**src/rtl/discrete_audio_pkg.sv**
```systemverilog
// rtl/discrete_audio_pkg.sv - shared types, fixed-point shifts and saturation helper for discrete audio blocks
package discrete_audio_pkg;

   typedef logic signed [15:0] sample_t;

   // Fixed-point scaling used when deriving filter coefficients and sub-step products
   localparam int DT_SHIFT    = 32;
   localparam int RC_SHIFT    = 35;
   localparam int ALPHA_SHIFT = 16;

   typedef enum logic [1:0] {
      IDLE = 2'd0,
      STEP = 2'd1,
      DONE = 2'd2
   } hpf_state_e;

   // Clamp a wide signed intermediate to the 16-bit sample range
   function automatic sample_t saturate16(input logic signed [34:0] v);
      sample_t r;
      if (v > 35'sd32767) begin
         r = 16'sh7fff;
      end else if (v < -35'sd32768) begin
         r = 16'sh8000;
      end else begin
         r = sample_t'(v);
      end
      return r;
   endfunction

endpackage

```
**src/rtl/hpf_step_datapath.sv**
```systemverilog
// rtl/hpf_step_datapath.sv - combinational RC high-pass Euler sub-step; build option RC_HPF_SATURATE_EN
module hpf_step_datapath
   import discrete_audio_pkg::*;
#(
   parameter logic [16:0] ALPHA = 17'd65458
) (
   input  sample_t            y,
   input  logic signed [16:0] dx,
   output sample_t            y_next
);

   logic signed [17:0] s;
   logic signed [34:0] s_ext;
   logic signed [34:0] alpha_ext;
   logic signed [34:0] p_shr;

   // y_next = alpha * (y + dx); alpha is an unsigned Q0.16 fraction
   always_comb begin
      s         = {{2{y[15]}}, y} + {dx[16], dx};
      s_ext     = {{17{s[17]}}, s};
      alpha_ext = {18'd0, ALPHA};
      p_shr     = (s_ext * alpha_ext) >>> ALPHA_SHIFT;
`ifdef RC_HPF_SATURATE_EN
      y_next    = saturate16(p_shr);
`else
      // Wrap to 16 bits instead of clamping
      y_next    = sample_t'(p_shr);
`endif
   end

endmodule

```
**src/rtl/resistor_capacitor_high_pass_filter.sv**
```systemverilog
// rtl/resistor_capacitor_high_pass_filter.sv - oversampled RC high-pass stage; build option RC_HPF_SATURATE_EN
module resistor_capacitor_high_pass_filter
   import discrete_audio_pkg::*;
#(
   parameter int     CLOCK_RATE   = 50000000,
   parameter int     SAMPLE_RATE  = 48000,
   parameter int     OVERSAMPLE   = 8,
   parameter longint R            = 47000,
   parameter longint C_35_SHIFTED = 1615
) (
   input  logic               clk,
   input  logic               reset_n,
   input  logic               audio_clk_en,
   input  logic signed [15:0] in,
   output logic signed [15:0] out,
   output logic               out_valid,
   output logic               busy,
   output logic               overrun
);

   localparam longint DELTA_T_32_SHIFTED =
      (longint'(1) <<< DT_SHIFT) / (longint'(SAMPLE_RATE) * longint'(OVERSAMPLE));
   localparam longint R_C_32_SHIFTED   = (R * C_35_SHIFTED) >>> (RC_SHIFT - DT_SHIFT);
   localparam longint ALPHA_16_SHIFTED =
      (R_C_32_SHIFTED <<< ALPHA_SHIFT) / (R_C_32_SHIFTED + DELTA_T_32_SHIFTED);
   localparam logic [16:0] ALPHA_17  = ALPHA_16_SHIFTED[16:0];
   localparam int          K_W       = 6;
   localparam logic [K_W-1:0] K_LAST = K_W'(OVERSAMPLE - 1);

   // Need OVERSAMPLE sub-steps plus load/done overhead inside one sample period
   if (CLOCK_RATE / SAMPLE_RATE < OVERSAMPLE + 3) begin : g_rate_check
      $error("CLOCK_RATE/SAMPLE_RATE too small for OVERSAMPLE");
   end
   if (OVERSAMPLE < 1 || OVERSAMPLE > 64) begin : g_os_check
      $error("OVERSAMPLE must be in 1..64");
   end

   hpf_state_e         state_q, state_d;
   logic [K_W-1:0]     k_q, k_d;
   sample_t            x_cur_q, x_cur_d;
   sample_t            x_prev_q, x_prev_d;
   sample_t            y_q, y_d;
   sample_t            out_q, out_d;
   logic               out_valid_q, out_valid_d;
   logic               pending_q, pending_d;
   sample_t            pend_data_q, pend_data_d;
   logic               overrun_q, overrun_d;
   logic signed [16:0] dx;
   sample_t            y_step;

   // Input difference only enters on the first sub-step of each sample
   assign dx = (k_q == '0) ? ({x_cur_q[15], x_cur_q} - {x_prev_q[15], x_prev_q}) : '0;

   hpf_step_datapath #(
      .ALPHA (ALPHA_17)
   ) u_step (
      .y      (y_q),
      .dx     (dx),
      .y_next (y_step)
   );

   // State and data registers with synchronous active-low reset
   always_ff @(posedge clk) begin
      if (!reset_n) begin
         state_q     <= IDLE;
         k_q         <= '0;
         x_cur_q     <= '0;
         x_prev_q    <= '0;
         y_q         <= '0;
         out_q       <= '0;
         out_valid_q <= 1'b0;
         pending_q   <= 1'b0;
         pend_data_q <= '0;
         overrun_q   <= 1'b0;
      end else begin
         state_q     <= state_d;
         k_q         <= k_d;
         x_cur_q     <= x_cur_d;
         x_prev_q    <= x_prev_d;
         y_q         <= y_d;
         out_q       <= out_d;
         out_valid_q <= out_valid_d;
         pending_q   <= pending_d;
         pend_data_q <= pend_data_d;
         overrun_q   <= overrun_d;
      end
   end

   // Next-state: start on strobe or pending sample, run sub-steps, then publish
   always_comb begin
      state_d = state_q;
      case (state_q)
         IDLE:    if (pending_q || audio_clk_en) state_d = STEP;
         STEP:    if (k_q == K_LAST) state_d = DONE;
         DONE:    state_d = IDLE;
         default: state_d = IDLE;
      endcase
   end

   // Datapath updates: sample load, sub-step accumulate, publish, pending slot
   always_comb begin
      k_d         = k_q;
      x_cur_d     = x_cur_q;
      x_prev_d    = x_prev_q;
      y_d         = y_q;
      out_d       = out_q;
      out_valid_d = 1'b0;
      pending_d   = pending_q;
      pend_data_d = pend_data_q;
      overrun_d   = overrun_q;
      case (state_q)
         IDLE: begin
            if (pending_q) begin
               // Pending sample has priority; a simultaneous strobe refills the slot
               x_cur_d   = pend_data_q;
               k_d       = '0;
               pending_d = audio_clk_en;
               if (audio_clk_en) pend_data_d = in;
            end else if (audio_clk_en) begin
               x_cur_d = in;
               k_d     = '0;
            end
         end
         STEP: begin
            y_d = y_step;
            k_d = k_q + K_W'(1);
         end
         DONE: begin
            out_d       = y_q;
            out_valid_d = 1'b1;
            x_prev_d    = x_cur_q;
         end
         default: ;
      endcase
      if (state_q != IDLE && audio_clk_en) begin
         if (pending_q) overrun_d = 1'b1;
         pending_d   = 1'b1;
         pend_data_d = in;
      end
   end

   // Outputs straight from registers
   assign out       = out_q;
   assign out_valid = out_valid_q;
   assign busy      = (state_q != IDLE);
   assign overrun   = overrun_q;

endmodule

```
**config.mk**
```make
export PLATFORM = sky130hd
export DESIGN_NAME = resistor_capacitor_high_pass_filter
export DESIGN_NICKNAME = d
export VERILOG_FILES = /design/src/rtl/discrete_audio_pkg.sv /design/src/rtl/hpf_step_datapath.sv /design/src/rtl/resistor_capacitor_high_pass_filter.sv
export SDC_FILE = /design/constraint.sdc
export NUM_CORES = 1
export LEC_CHECK = 0
export BUFFER_PORTS_ARGS = -buffer_cell sky130_fd_sc_hd__buf_2
export CORE_MARGIN = 4
export CORE_UTILIZATION = 25
export DETAILED_ROUTE_END_ITERATION = 10
export PLACE_DENSITY = 0.48
export SYNTH_ARGS = -nofsm -noshare
export SYNTH_HDL_FRONTEND = slang
export SYNTH_HIERARCHICAL = 1
export SYNTH_SLANG_ARGS = --single-unit
```
**constraint.sdc**
```tcl
create_clock -name clk -period 9.89 [get_ports clk]
set_input_delay 0.989 -clock clk [delete_from_list [all_inputs] [get_ports clk]]
set_output_delay 0.989 -clock clk [all_outputs]
set_load 0.02 [all_outputs]
```
Yosys cells after proc, flatten, opt, wreduce, memory -nomap -nowiden
Cells that the tools add are included.
{ "word_totals": {"output_inout_bits": 19, "register_bits": 91, "elab_cells": 51, "in_bits": 19} }
{ "op_classes": {"eq_ne": 6, "n_reduce_logical": 15, "mux": 16, "n_addsub": 3, "n_mul": 1} }
{ "op_table": {"columns": ["cell", "n"], "rows": [
  ["$mux 16", 5],
  ["$mul 18x16->31 const B", 1],
  ["$add 16x17->18", 1],
  ["$mux 17", 1],
  ["$sub 16x16->17", 1],
  ["$mux 6", 2],
  ["$pmux 6 s2", 1],
  ["$reduce_bool 2->1", 6],
  ["$reduce_and 2->1", 4],
  ["$add 6x1->6 const B", 1],
  ["$eq 6x3->1 const B", 1],
  ["$logic_not 6->1", 1],
  ["$mux 1", 4],
  ["$mux 2", 2],
  ["$ne 2x2->1 const B", 2],
  ["$pmux 2 s2", 1],
  ["$ne 3x3->1 const B", 1],
  ["$reduce_and 3->1", 1],
  ["$eq 2x1->1 const B", 1],
  ["$eq 2x2->1 const B", 1],
  ["$logic_not 2->1", 1],
  ["$logic_and 1x1->1", 1],
  ["$logic_or 1x1->1", 1]
]} }

Longest topological paths before layout
{ "depth": {"ltp_word": 4, "mapped_depth": 38, "mapped_depth_nobuf": 38} }

By module
Netlist, hierarchy kept.
{ "modules_own_cells": {"columns": ["mod", "n_inst", "area_per_inst_um2", "cells_each", "seq_area_each_um2"], "rows": [
  ["hpf_step_datapath", 1, 7188.1, 781, 0.0],
  ["resistor_capacitor_high_pass_filter", 1, 4361.7, 551, 1821.7]
]} }

Worst setup path before layout
OpenSTA, ideal clock, no wires.
{ "synth_path": {"path_kind": "flip-flop to flip-flop", "startpoint": "reg x_cur_q[0]", "endpoint": "reg y_q[14]", "period_less_slack_ps": 8635, "path_buffers": 2, "t_required_ps": 9820, "setup_slack_ps": 1255, "arrival_time_ps": 8565, "setup_time_ps": 70, "stages_incl_launch_ff": 35, "path_cell_list": "dfxtp_1 > inv_1 > ha_1 > fa_1 > nor2b_4 > o211ai_1 > a31oi_2 > a41oi_1 > o21ai_1 > mux2i_1 > ha_1 > a21o_1 > a2111oi_0 > a21oi_1 > o21bai_1 > nor2_2 > buf_2 > ha_1 > xor2_1 > fa_1 > fa_1 > fa_1 > fa_1 > inv_1 > fa_1 > inv_1 > ha_1 > clkbuf_1 > a21oi_1 > o21bai_1 > a221o_1 > or4_1 > o311ai_0 > nand2_1 > a21oi_1"} }
{ "synth_between": {"elab_chain_len": 4} }
{ "synth_rtl": {"columns": ["element", "line_no", "source"], "rows": [
  ["start: declaration", "resistor_capacitor_high_pass_filter.sv:40", "sample_t x_cur_q, x_cur_d;"],
  ["start signal: assignment", "resistor_capacitor_high_pass_filter.sv:78", "x_cur_q <= x_cur_d;"],
  ["$sub 16x16->17", "resistor_capacitor_high_pass_filter.sv:52", "assign dx = (k_q == '0) ? ({x_cur_q[15], x_cur_q} - {x_prev_q[15], x_prev_q}) : '0;"],
  ["$mux 17", "resistor_capacitor_high_pass_filter.sv:52", null],
  ["named net dx[14]", "resistor_capacitor_high_pass_filter.sv:48", "logic signed [16:0] dx;"],
  ["$add 16x17->18", "hpf_step_datapath.sv:19", "s = {{2{y[15]}}, y} + {dx[16], dx};"],
  ["$mul 18x16->31", "hpf_step_datapath.sv:22", "p_shr = (s_ext * alpha_ext) >>> ALPHA_SHIFT;"],
  ["named net y_step[14]", "resistor_capacitor_high_pass_filter.sv:49", "sample_t y_step;"],
  ["end signal: assignment", "resistor_capacitor_high_pass_filter.sv:80", "y_q <= y_d;"],
  ["end: declaration", "resistor_capacitor_high_pass_filter.sv:42", "sample_t y_q, y_d;"]
]} }
The timed path passes the listed nets, and every way through them passes these cells.
A chain may end at the register's enable or synchronous reset.

Worst setup path in the final report
Ends and elaborated chain as after synthesis.

==> results.json <==
{
  "status": "finished, final reports clean",
  "clkTransAtPathRegs_ns": 0.08,
  "fp.coreArea_um2": 45500,
  "drive_above_1_share_pct": 8.48,
  "place.gp.congestion": 0.834,
  "hold_viol": 0,
  "synth.distinct_cells": 79,
  "synth_edf_count": 0,
  "synthArstFlopShare_pct": 0,
  "worst-r2r-setup-slack_ns": 0.53,
  "multi_input_area_um2": 8560,
  "vias": 8678,
  "period_needed_ns": 9.36,
  "clockBufferDepth": 2,
  "n_antenna_cell": 0,
  "hold_buffers": 0,
  "first_pass_iters": 5,
  "r2r_start": "x_cur_q[0]",
  "cp_max_fo": 6,
  "grt_pass1_wl_um": 47700,
  "synth.avg_cell_area_um2": 8.67,
  "drc": 0,
  "reg2regPathDepth": 33,
  "wl_per_cell_um": 14.6,
  "viasPerCell": 4.41,
  "hold_depth": 2,
  "die_x_um": 223,
  "worst_path_max_delay_cell": "fa_1",
  "fill_cells": 4984,
  "seq_area_um2": 1820,
  "numPortBuffers": 37,
  "grt-ovfl-total": 0,
  "cts_buffers": 9,
  "synth_nets": 1634,
  "num_io_pins": 38,
  "synth_flop_cell": "dfxtp_1",
  "fmax_mhz": 107,
  "drt_wl_total_um": 28700,
  "dp_slack_ns": 0.343,
  "crit_required_ns": 10.17,
  "endpoint_kind": "register",
  "place_inst": 1952,
  "start_util_pct": 25.4,
  "htreeDepth": 3,
  "ys_seq_elements": 91,
  "setup_ws_ns": 0.533,
  "clk_latency_ns": 0.35,
  "root_buffer": "clkbuf_16",
  "cts.sinks": 91,
  "die_area_um2": 49700,
  "critPathLaunch": "x_cur_q[0]",
  "grt_usage_pct": 11.8,
  "cts_tree": "yes",
  "synth_area_um2": 11500,
  "critPathKind": "register to register",
  "synth-warning-count": 6,
  "cpMostUsedCell": "fa_1",
  "die_y_um": 223,
  "final_nets": 1665,
  "grt_antenna_before_repair": 0,
  "fin_crit_sh_pct": 94.6,
  "tightest_slew_ns": 1.18,
  "grt_pass1_vias": 8685,
  "rsz0062_at_grt": "no",
  "critPathArrivalTime_ns": 9.64,
  "postSynthCellCount": 1332,
  "critPathLaunchType": "register",
  "rows": 78,
  "post_cts_buffers": 0,
  "ant_nets": 0,
  "area_delta_synth_final_pct": 10.6,
  "yosysSeqAreaShare_pct": 15.8,
  "stdcell_count": 1968,
  "relSlewSlack_pct": 21.5,
  "dp_hpwl_um": 24000,
  "maxSlewViolCount": 0,
  "crit_path_max_incr_delay_ns": 0.57,
  "hp-class": "register to register",
  "drt_iter0_drc": 502,
  "setup_violations": 0,
  "finClkSkew_ns": 0.0132,
  "finalSetupTns_ns": 0,
  "grt_max_degree": 81,
  "worstHoldStart": "out[6]",
  "max_cap_violations": 0
}
==> critical path, delay by kind of cell, from the launching register on <==
| family | cells | cell delay, ns |
|---|---|---|
| flip-flops | 1 | 0.36 |
| adder cells (fa/ha/maj) | 10 | 4.53 |
| buffers and inverters | 5 | 0.44 |
| AND/OR/NAND/NOR | 5 | 0.95 |
| AO/OA/AOI/OAI | 11 | 2.33 |
| XOR/XNOR | 2 | 0.68 |
==> timing repair <==
item	4_1_cts	5_1_grt
setup endpoints to repair	0	3
hold endpoints to repair	0	0
resized for setup	0	5
==> cells by family (layout without fill, tap and decap cells) <==
| family | after synthesis | in the layout | share of synthesized area [%] |
|---|---|---|---|
| compound gates | 239 | 239 | 13.3 |
| flops | 91 | 91 | 15.8 |
| fa+ha+maj | 283 | 283 | 40.1 |
| other cells | 1 | 1 | 0.0325 |
| xor+xnor | 74 | 74 | 5.94 |
| mux | 19 | 19 | 1.67 |
| simple gates | 324 | 324 | 12.7 |
| buf+inv | 301 | 337 | 10.5 |
==> registers in the layout, indices dropped and copies added, names as in the netlist <==
| register | flops |
|---|---|
| pending_q | 1 |
| pend_data_q | 16 |
| out | 16 |
| k_q | 6 |
| out_valid | 1 |
| x_cur_q | 16 |
| x_prev_q | 16 |
| overrun | 1 |
| state_q | 2 |
| y_q | 16 |
==> synth_stat cells, drive strengths merged, types with 2 or more instances <==
cell type | number | area share, %
a2111oi | 5 | 0.43
a211oi | 20 | 1.3
a21o | 16 | 1.0
a21oi | 117 | 5.1
a31o | 3 | 0.23
a31oi | 8 | 0.49
and2 | 7 | 0.40
and3 | 10 | 0.58
buf | 17 | 0.83
clkbuf | 22 | 0.89
dfxtp | 91 | 16
fa | 145 | 25
ha | 138 | 15
inv | 261 | 8.5
mux2 | 2 | 0.19
mux2i | 17 | 1.5
nand2 | 176 | 5.7
nand2b | 10 | 0.54
nand3 | 12 | 0.56
nand3b | 3 | 0.23
nand4 | 7 | 0.38
nor2 | 58 | 1.9
nor2b | 8 | 0.63
nor3 | 16 | 0.69
o2111ai | 2 | 0.15
o211ai | 7 | 0.45
o21a | 9 | 0.58
o21ai | 23 | 1.1
o21bai | 8 | 0.55
o311ai | 2 | 0.22
o31a | 2 | 0.15
o31ai | 3 | 0.43
o41ai | 3 | 0.29
or2 | 6 | 0.33
or3 | 5 | 0.27
xnor2 | 45 | 3.4
xor2 | 29 | 2.5
==> path summary, 6_finish.rpt <==
check / end
setup / recovery: y_q[14]
hold / removal: out[6]
setup reg to reg: y_q[14]
hold reg to reg: out[6]
==> per-stage QoR <==
| step | hold WS (ns) | area, µm² | util [%] |
|---|---|---|---|
| 2_1_floorplan | 0.436 | 11500 | - |
| 3_3_place_gp | 0.441 | 12400 | 27.3 |
| 3_5_place_dp | 0.444 | 12400 | 27.3 |
| 4_1_cts | 0.454 | 12700 | 28.0 |
| 5_1_grt | 0.470 | 12800 | 28.1 |
| 6_report | 0.452 | 12800 | 28.1 |
==> cell usage in the layout, fill, tap and decap left out, types with 3 or more instances in the layout <==
cell	instances
clkbuf_16	9
a211oi_1	20
inv_8	3
xor2_1	23
or2_2	5
and3_1	9
ha_1	138
fa_1	145
nand2_1	176
nor2b_4	3
xor2_2	5
mux2i_1	17
inv_1	260
o21bai_1	7
a2111oi_0	4
o211ai_1	7
buf_4	23
xnor2_1	42
nand4_1	7
o21a_1	9
o21ai_0	19
buf_2	37
nor3_1	16
a21oi_1	115
nor2_1	56
nand2b_1	10
a31oi_1	7
a21o_1	16
xnor2_2	3
or3_1	5
nand3_1	11
dfxtp_1	91
nor2b_1	4
and2_1	6
==> metal layers <==
layer  vias up  global-route usage [%]  share of wire (%)  routed length [µm]
li1       4335                       -                  -                   -
met1      4198                    18.1                 51               14700
met2       134                    18.6                 45               13000
met3        11                    1.16                2.9                 836
met4         0                    1.33               0.66                 190
met5         -                       0                  0                   0
==> layout make-up <==
type	instances	share of cell area (%)
sequential	91	14.3
timing repair buffer	60	2.80
multi-input combinational	940	67.0
inverter	261	7.67
tap	600	5.88
clock buffer	9	1.76
clock inverter	7	0.588
Power is left out: the tool's default activity adds up to more than one toggle a clock period on the data nets, which glitch-free logic cannot reach.
